### src/rtl/matador_stream_sequencer.sv
// rtl/matador_stream_sequencer.sv - frames a word stream into datapoints/batches for the inference core with credit-limited issue
module matador_stream_sequencer #(
    parameter int C_S00_AXIS_DATA_WIDTH = 64,
    parameter int NUM_PACKETS           = 13,
    parameter int DATAPOINTS            = 10,
    parameter int MAX_OUTSTANDING       = 2
) (
    input  logic                                 s00_axis_aclk,
    input  logic                                 s00_axis_areset,
    input  logic                                 start,
    input  logic [C_S00_AXIS_DATA_WIDTH-1:0]     s00_axis_tdata,
    input  logic                                 s00_axis_tvalid,
    input  logic                                 s00_axis_tlast,
    output logic                                 s00_axis_tready,
    output logic [C_S00_AXIS_DATA_WIDTH-1:0]     core_data,
    output logic                                 core_valid,
    input  logic                                 core_ready,
    output logic                                 core_first,
    output logic                                 core_dp_last,
    output logic [$clog2(NUM_PACKETS)-1:0]       core_pkt_idx,
    input  logic                                 result_valid,
    output logic                                 busy,
    output logic                                 batch_done,
    output logic                                 err_early_last,
    output logic                                 err_missing_last
);

    localparam int PKT_W = $clog2(NUM_PACKETS);
    localparam int DP_W  = (DATAPOINTS > 1) ? $clog2(DATAPOINTS) : 1;
    localparam int OUT_W = $clog2(MAX_OUTSTANDING + 1);

    localparam logic [PKT_W-1:0] PKT_LAST = PKT_W'(NUM_PACKETS - 1);
    localparam logic [DP_W-1:0]  DP_LAST  = DP_W'(DATAPOINTS - 1);
    localparam logic [OUT_W-1:0] OUT_MAX  = OUT_W'(MAX_OUTSTANDING);

    localparam logic [1:0] S_IDLE   = 2'd0;
    localparam logic [1:0] S_STREAM = 2'd1;
    localparam logic [1:0] S_DRAIN  = 2'd2;

    logic [1:0]       state;
    logic [PKT_W-1:0] pkt_cnt;
    logic [DP_W-1:0]  dp_cnt;
    logic [OUT_W-1:0] outstanding;

    logic gate;
    logic xfer;
    logic last_expected;
    logic credit_take;
    logic credit_give;

    // A new datapoint may only begin while a credit is free; words inside an
    // already-started datapoint always flow. Only the registered credit count
    // is consulted, so a result returning this cycle opens the gate next cycle.
    assign gate = (state == S_STREAM) && ((pkt_cnt != '0) || (outstanding < OUT_MAX));

    assign s00_axis_tready = core_ready && gate;
    assign core_valid      = s00_axis_tvalid && gate;
    assign core_data       = s00_axis_tdata;
    assign xfer            = s00_axis_tvalid && s00_axis_tready;

    assign core_pkt_idx = pkt_cnt;
    assign core_first   = (pkt_cnt == '0);
    assign core_dp_last = (pkt_cnt == PKT_LAST);

    assign last_expected = (dp_cnt == DP_LAST) && (pkt_cnt == PKT_LAST);
    assign credit_take   = xfer && (pkt_cnt == '0);
    assign credit_give   = result_valid && (outstanding != '0);

    assign busy       = (state != S_IDLE);
    assign batch_done = (state == S_DRAIN) && (outstanding == '0);

    // Batch framing FSM: word/datapoint position counters and sticky tlast checks
    always_ff @(posedge s00_axis_aclk) begin
        if (s00_axis_areset) begin
            state            <= S_IDLE;
            pkt_cnt          <= '0;
            dp_cnt           <= '0;
            err_early_last   <= 1'b0;
            err_missing_last <= 1'b0;
        end else begin
            case (state)
                S_IDLE: begin
                    if (start) begin
                        state            <= S_STREAM;
                        pkt_cnt          <= '0;
                        dp_cnt           <= '0;
                        err_early_last   <= 1'b0;
                        err_missing_last <= 1'b0;
                    end
                end
                S_STREAM: begin
                    if (xfer) begin
                        if (last_expected || s00_axis_tlast) begin
                            state   <= S_DRAIN;
                            pkt_cnt <= '0;
                            dp_cnt  <= '0;
                            if (last_expected) begin
                                if (!s00_axis_tlast) begin
                                    err_missing_last <= 1'b1;
                                end
                            end else begin
                                err_early_last <= 1'b1;
                            end
                        end else if (pkt_cnt == PKT_LAST) begin
                            pkt_cnt <= '0;
                            dp_cnt  <= dp_cnt + 1'b1;
                        end else begin
                            pkt_cnt <= pkt_cnt + 1'b1;
                        end
                    end
                end
                S_DRAIN: begin
                    if (outstanding == '0) begin
                        state <= S_IDLE;
                    end
                end
                default: begin
                    state <= S_IDLE;
                end
            endcase
        end
    end

    // Datapoints in flight: taken when a datapoint's first word issues, returned on result_valid
    always_ff @(posedge s00_axis_aclk) begin
        if (s00_axis_areset) begin
            outstanding <= '0;
        end else if (credit_take && !credit_give) begin
            outstanding <= outstanding + 1'b1;
        end else if (!credit_take && credit_give) begin
            outstanding <= outstanding - 1'b1;
        end
    end

endmodule

### config.mk
export PLATFORM = sky130hd
export DESIGN_NAME = matador_stream_sequencer
export DESIGN_NICKNAME = d
export VERILOG_FILES = /design/src/rtl/matador_stream_sequencer.sv
export SDC_FILE = /design/constraint.sdc
export NUM_CORES = 1
export LEC_CHECK = 0
export ABC_AREA = 1
export ABC_CLOCK_PERIOD_IN_PS = 1950
export BUFFER_PORTS_ARGS = -buffer_cell sky130_fd_sc_hd__buf_2
export CORE_AREA = 2 2 70 72
export DETAILED_ROUTE_END_ITERATION = 16
export DIE_AREA = 0 0 72 74
export GPL_ROUTABILITY_DRIVEN = 0
export PLACE_DENSITY = 0.76
export REMOVE_ABC_BUFFERS = 1
export SYNTH_ARGS = -nofsm -noshare
export SYNTH_HDL_FRONTEND = slang
export SYNTH_SLANG_ARGS = --single-unit
### constraint.sdc
create_clock -name s00_axis_aclk -period 1.95 [get_ports s00_axis_aclk]
set_clock_uncertainty 0.05 [all_clocks]
set_input_delay 0.39 -clock s00_axis_aclk [delete_from_list [all_inputs] [get_ports s00_axis_aclk]]
set_output_delay 0.39 -clock s00_axis_aclk [all_outputs]
set_load 0.01 [all_outputs]
* Yosys cells after proc, flatten, opt, wreduce, memory -nomap -nowiden
Index checks and enable logic that the tools add are counted.
Storage, ports and cells: bits of input ports 71, bits in read-only memories 0, bits in writable memories 0, logic and storage cells 76, register bits after elaboration 14, latch bits 0, memories 0, output and inout bits 76
Operators by class: multiplexer cells 26, multiply operators 0, eq/ne operators 12, shift-type cells 0, bitwise operators 0, div/mod/pow operators 0, add/subtract/negate cells 4, $lt $le $gt $ge 1, reductions and logical operators 27
Operators with widths (count):
- two-way mux 4 bit | 7
- case mux 4 bit (2 select lines) | 2
- two-way mux 2 bit | 6
- logical AND 1 bit | 10
- inequality test 2 bit (second input constant) | 5
- adder 4 x 1 -> 4 bit (second input constant) | 2
- equality test 4 bit (second input constant) | 2
- two-way mux 1 bit | 8
- AND reduction 4 bit | 2
- nonzero test 2 bit | 4
- case mux 2 bit (3 select lines) | 1
- AND reduction 6 bit | 1
- AND reduction 5 bit | 1
- logical NOT 2 bit | 2
- logical NOT 4 bit | 1
- inequality test 2 x 1 -> 1 bit (second input constant) | 2
- case mux 1 bit (2 select lines) | 2
- nonzero test 4 bit | 1
- inequality test 3 x 2 -> 1 bit (second input constant) | 1
- AND reduction 3 bit | 1
- adder 2 x 1 -> 2 bit (second input constant) | 1
- equality test 2 x 1 -> 1 bit (second input constant) | 1
- equality test 2 bit (second input constant) | 1
- logical NOT 1 bit | 2
- other kinds (3) | 4

* Longest topological paths before layout
word-level depth 10, gate-level depth with buffers 10, mapped depth without buffers 10

* Worst setup path before layout
Ideal clock, no wire load.
kind register to register, start point register pkt_cnt[0] (netlist: core_pkt_idx[0]), end point register outstanding[1], cell stages (with the launch flop) 11, data required time 1.778 ns, period minus slack after synthesis 1.928 ns, arrival time 1.756 ns, setup time 0.122 ns, path slack 0.022 ns, buffers on the path 0, cell sequence dfxtp_1 inv_1 ha_1 nand3_1 nand4_4 nor2_1 ha_1 a21oi_1 o21ai_0 o21ai_0 a21oi_1
On the way: word-level cells in the longest chain between the ends 9, elaborated cells between the ends (all ways) 12, classes of those cells mux: 1; reduce/logical: 11
RTL lines:
- start: declaration | RTL line 41 | logic [PKT_W-1:0] pkt_cnt;
- start signal: assignment | RTL line 108 | pkt_cnt <= pkt_cnt + 1'b1;
- nonzero test 4 bit | RTL line 54 | assign gate = (state == S_STREAM) && ((pkt_cnt != '0) || (outstanding < OUT_MAX));
- logical OR 1 bit | RTL line 54
- logical AND 1 bit | RTL line 54
- logical AND 1 bit | RTL line 56 | assign s00_axis_tready = core_ready && gate;
- logical AND 1 bit | RTL line 59 | assign xfer = s00_axis_tvalid && s00_axis_tready;
- logical AND 1 bit (*) | RTL line 66 | assign credit_take = xfer && (pkt_cnt == '0);
- logical NOT 1 bit | RTL line 130 | end else if (!credit_take && credit_give) begin
- logical AND 1 bit | RTL line 130
- nonzero test 2 bit (no source line)
- end signal: assignment | RTL line 129 | outstanding <= outstanding + 1'b1;
- end signal: assignment | RTL line 131 | outstanding <= outstanding - 1'b1;
- end: declaration | RTL line 43 | logic [OUT_W-1:0] outstanding;
Mark *: on every way between the ends. The rest lies on a longest branch, timed or not. A chain may end at the register's enable or synchronous reset.

* Worst setup path after layout
start point register pkt_cnt[0] (netlist: core_pkt_idx[0]), end point output port s00_axis_tready
On the way: word-level cells in the longest chain between the ends 4
RTL lines:
- nonzero test 4 bit | RTL line 54
- logical OR 1 bit | RTL line 54
- logical AND 1 bit | RTL line 54
- logical AND 1 bit | RTL line 56
- end: declaration | RTL line 14 | output logic s00_axis_tready,
Every way passes these cells.

==> results.sh <==
export IMPL_outcome="completed"
export IMPL_cts_buffer_depth=2
export IMPL_ys_async_sr_fraction_pct=0
export IMPL_cts_sinks=14
export IMPL_syn_avg_cell_area_um2=7.14
export IMPL_port_buffers=18
export IMPL_synthToLayoutAreaGrowth_pct=-15.5
export IMPL_vias=1141
export IMPL_drive_above_1_share_pct=28.9
export IMPL_drc=0
export IMPL_ant_nets=0
export IMPL_place_area_um2=1160
export IMPL_p_leak_nw=0.576
export IMPL_die_width_um=72
export IMPL_seq_area_frac_synth_pct=19.3
export IMPL_grt_overflow_total=0
export IMPL_syn_area_um2=1450
export IMPL_power_density_nw_per_um2=1320
export IMPL_hold_end="core_pkt_idx[2]"
export IMPL_startpoint_type="flop"
export IMPL_drt_iter0_drc=69
export IMPL_pwr_share_seq_pct=27.6
export IMPL_dr_pass1_iters=4
export IMPL_setup_viol=0
export IMPL_clk_latency_ns=0.25
export IMPL_hold_viol=0
export IMPL_max_freq_ghz=0.538
export IMPL_holdWs_ns=0.358
export IMPL_pwr_share_comb_pct=54.3
export IMPL_setup_slack_ns=0.0916
export IMPL_wirelength_um=7510
export IMPL_post_place_ws_ns=0.102
export IMPL_worst_setup_path_type="reg -> out"
export IMPL_slew_violations=0
export IMPL_hold_path_class="in -> reg"
export IMPL_cap_violations=0
export IMPL_irDropWorstVdd_v=0.000271
export IMPL_grt_pass1_wl_um=9480
export IMPL_clockRootBuffer="clkbuf_8"
export IMPL_rr_endpoint="outstanding[1]"
export IMPL_num_rows=25
export IMPL_ctsHoldBuffers=0
export IMPL_worstSetupEndpointType="primary output"
export IMPL_p_int_w=0.000882
export IMPL_die_area_um2=5330
export IMPL_required_ns=1.51
export IMPL_clk_pin_slew_ns=0.06
export IMPL_grt_max_degree=9
export IMPL_ys_seq_elements=14
export IMPL_cts_buffers=3
export IMPL_design_area_um2=1220
export IMPL_finalCritPeriodShare_pct=95.3
export IMPL_antennaDiodeCount=0
export IMPL_setup_tns_ns=0
export IMPL_hpwl_um=6910
export IMPL_swShare_pct=45.4
export IMPL_relSlewSlack_pct=83.0
export IMPL_r2r_slack_ns=0.21
export IMPL_synth_flop_cell="dfxtp_1"
export IMPL_synth_edff_count=0
export IMPL_r2r_start="core_pkt_idx[0]"
export IMPL_cts_tree="built"
export IMPL_ys_warn_count=0
export IMPL_worstMarginPinSlew_ns=0.255
export IMPL_num_nets_final=243
export IMPL_grt_usage_pct=28.2
export IMPL_start_util_pct=31.5
export IMPL_synthCells=203
export IMPL_cp_data_arrival_time_ns=1.42
export IMPL_synth_cell_types=26
export IMPL_min_from="s00_axis_areset"
export IMPL_wl_per_cell_um=34.1
export IMPL_core_um2=4600
export IMPL_p_clk_share_pct=18.0
export IMPL_period_needed_ns=1.86
export IMPL_min_delay_path_depth=2
export IMPL_ioPinCount=147
export IMPL_netSwitchingPower_w=0.000732
export IMPL_grt_pass1_vias=1035
export IMPL_htreeDepth=1
export IMPL_rr_worst_depth=10
export IMPL_worst_path_max_fanout=3
export IMPL_routed_via_density=5.19
export IMPL_antenna_found_initial=1
export IMPL_die_h_um=74
## power groups by stage
stage / clock network [W] / registers, W / logic, W
CTS: 0.000294 / 0.000443 / 0.000868
floorplan: 0 / 0.000469 / 0.000609
global route: 0.000313 / 0.000457 / 0.000982
detailed placement: 0 / 0.000450 / 0.000862
finish: 0.000291 / 0.000446 / 0.000877
global placement: 0 / 0.000446 / 0.000838
## final cells by class
cell class                 instances  area [um2]
tap                               54        67.6
sequential                        14         280
fill                             504        3370
clock buffer                       4        55.1
inverter                          27         109
timing repair buffer              23         128
multi-input combinational         98         586
## per-layer routing
| layer | share of wire [%] | routed length [um] | vias up | global-route usage [%] |
|---|---|---|---|---|
| met2 | 44 | 3340 | 138 | 45.8 |
| met1 | 21 | 1580 | 481 | 17.0 |
| li1 | - | - | 494 | - |
| met5 | 0.093 | 7 | - | 2.78 |
| met4 | 7.0 | 525 | 2 | 15.1 |
| met3 | 27 | 2060 | 26 | 35.5 |
## synthesized netlist by cell type (2+ instances only)
master / count / share of area (%)
a21oi_1: 9 / 3.1
buf_4: 64 / 33
dfxtp_1: 14 / 19
ha_1: 5 / 4.3
inv_1: 20 / 5.2
inv_2: 5 / 1.3
nand2_1: 30 / 7.8
nand2_4: 2 / 1.6
nand3_1: 6 / 2.1
nand3_2: 2 / 1.4
nand4_1: 4 / 1.7
nor2_1: 17 / 4.4
nor2_4: 4 / 3.1
nor3_1: 5 / 1.7
o21ai_0: 3 / 1.0
o21ai_1: 2 / 0.69
xor2_1: 2 / 1.2
## logic make-up (layout without fill, tap and decap cells)
family                     after synthesis  count (layout)  share of synthesized area (%)
buffers and inverters                   91              54                           40.6
adders and majority gates                5               5                           4.31
and+or+nand+nor                         73              73                           26.8
AOI/OAI and AO/OA                       17              17                           7.08
xor gates and xnor gates                 3               3                           1.81
DFF                                     14              14                           19.3
## sequential cells by signal, indices dropped and copies added (netlist names)
signal,flops
core_pkt_idx,4
dp_cnt,4
outstanding,2
state,2
err_early_last,1
err_missing_last,1
## metrics by stage
stage                     total power, W  utilization, %  cells
after global placement           0.00128            25.3    216
after detailed placement         0.00131            25.3    216
final                            0.00161            26.6    220
after CTS                        0.00160            26.5    220
after global routing             0.00175            26.6    220
after floorplan                  0.00108               -    139
## cell usage in the layout, fill, tap and decap left out, drive strengths merged
master  count
xnor2       1
ha          5
o21ai       5
inv        26
clkinv      1
buf        23
o21bai      1
nor3        5
nand3       9
nand2      32
dfxtp      14
xor2        2
a21oi      11
nor2       22
clkbuf      4
nand4       5
## what timing repair did
action / CTS / global route
resized for setup: 0 / 3
endpoints found under the setup margin: 0 / 2
setup buffers: 0 / 0
## worst max path at each step
| stage | from | endpoint | slack (ns) |
|---|---|---|---|
| 2_1_floorplan | core_pkt_idx[0] | outstanding[1] | 0.02 |
| 3_3_place_gp | core_pkt_idx[0] | outstanding[1] | 0.20 |
| 3_5_place_dp | core_pkt_idx[0] | outstanding[1] | 0.10 |
| 4_1_cts | core_pkt_idx[0] | s00_axis_tready | 0.03 |
| 5_1_grt | core_pkt_idx[0] | s00_axis_tready | -0.005 |
| 6_report | core_pkt_idx[0] | s00_axis_tready | 0.09 |
## critical path, cell delays in order, from the launching register on
cell and delay [ns]:
dfxtp_1 0.34, inv_1 0.06, ha_1 0.24, nand3_2 0.12, nand2_1 0.07, nor2_1 0.17
buf_2 0.17
Power figures use the tool's default switching activity.
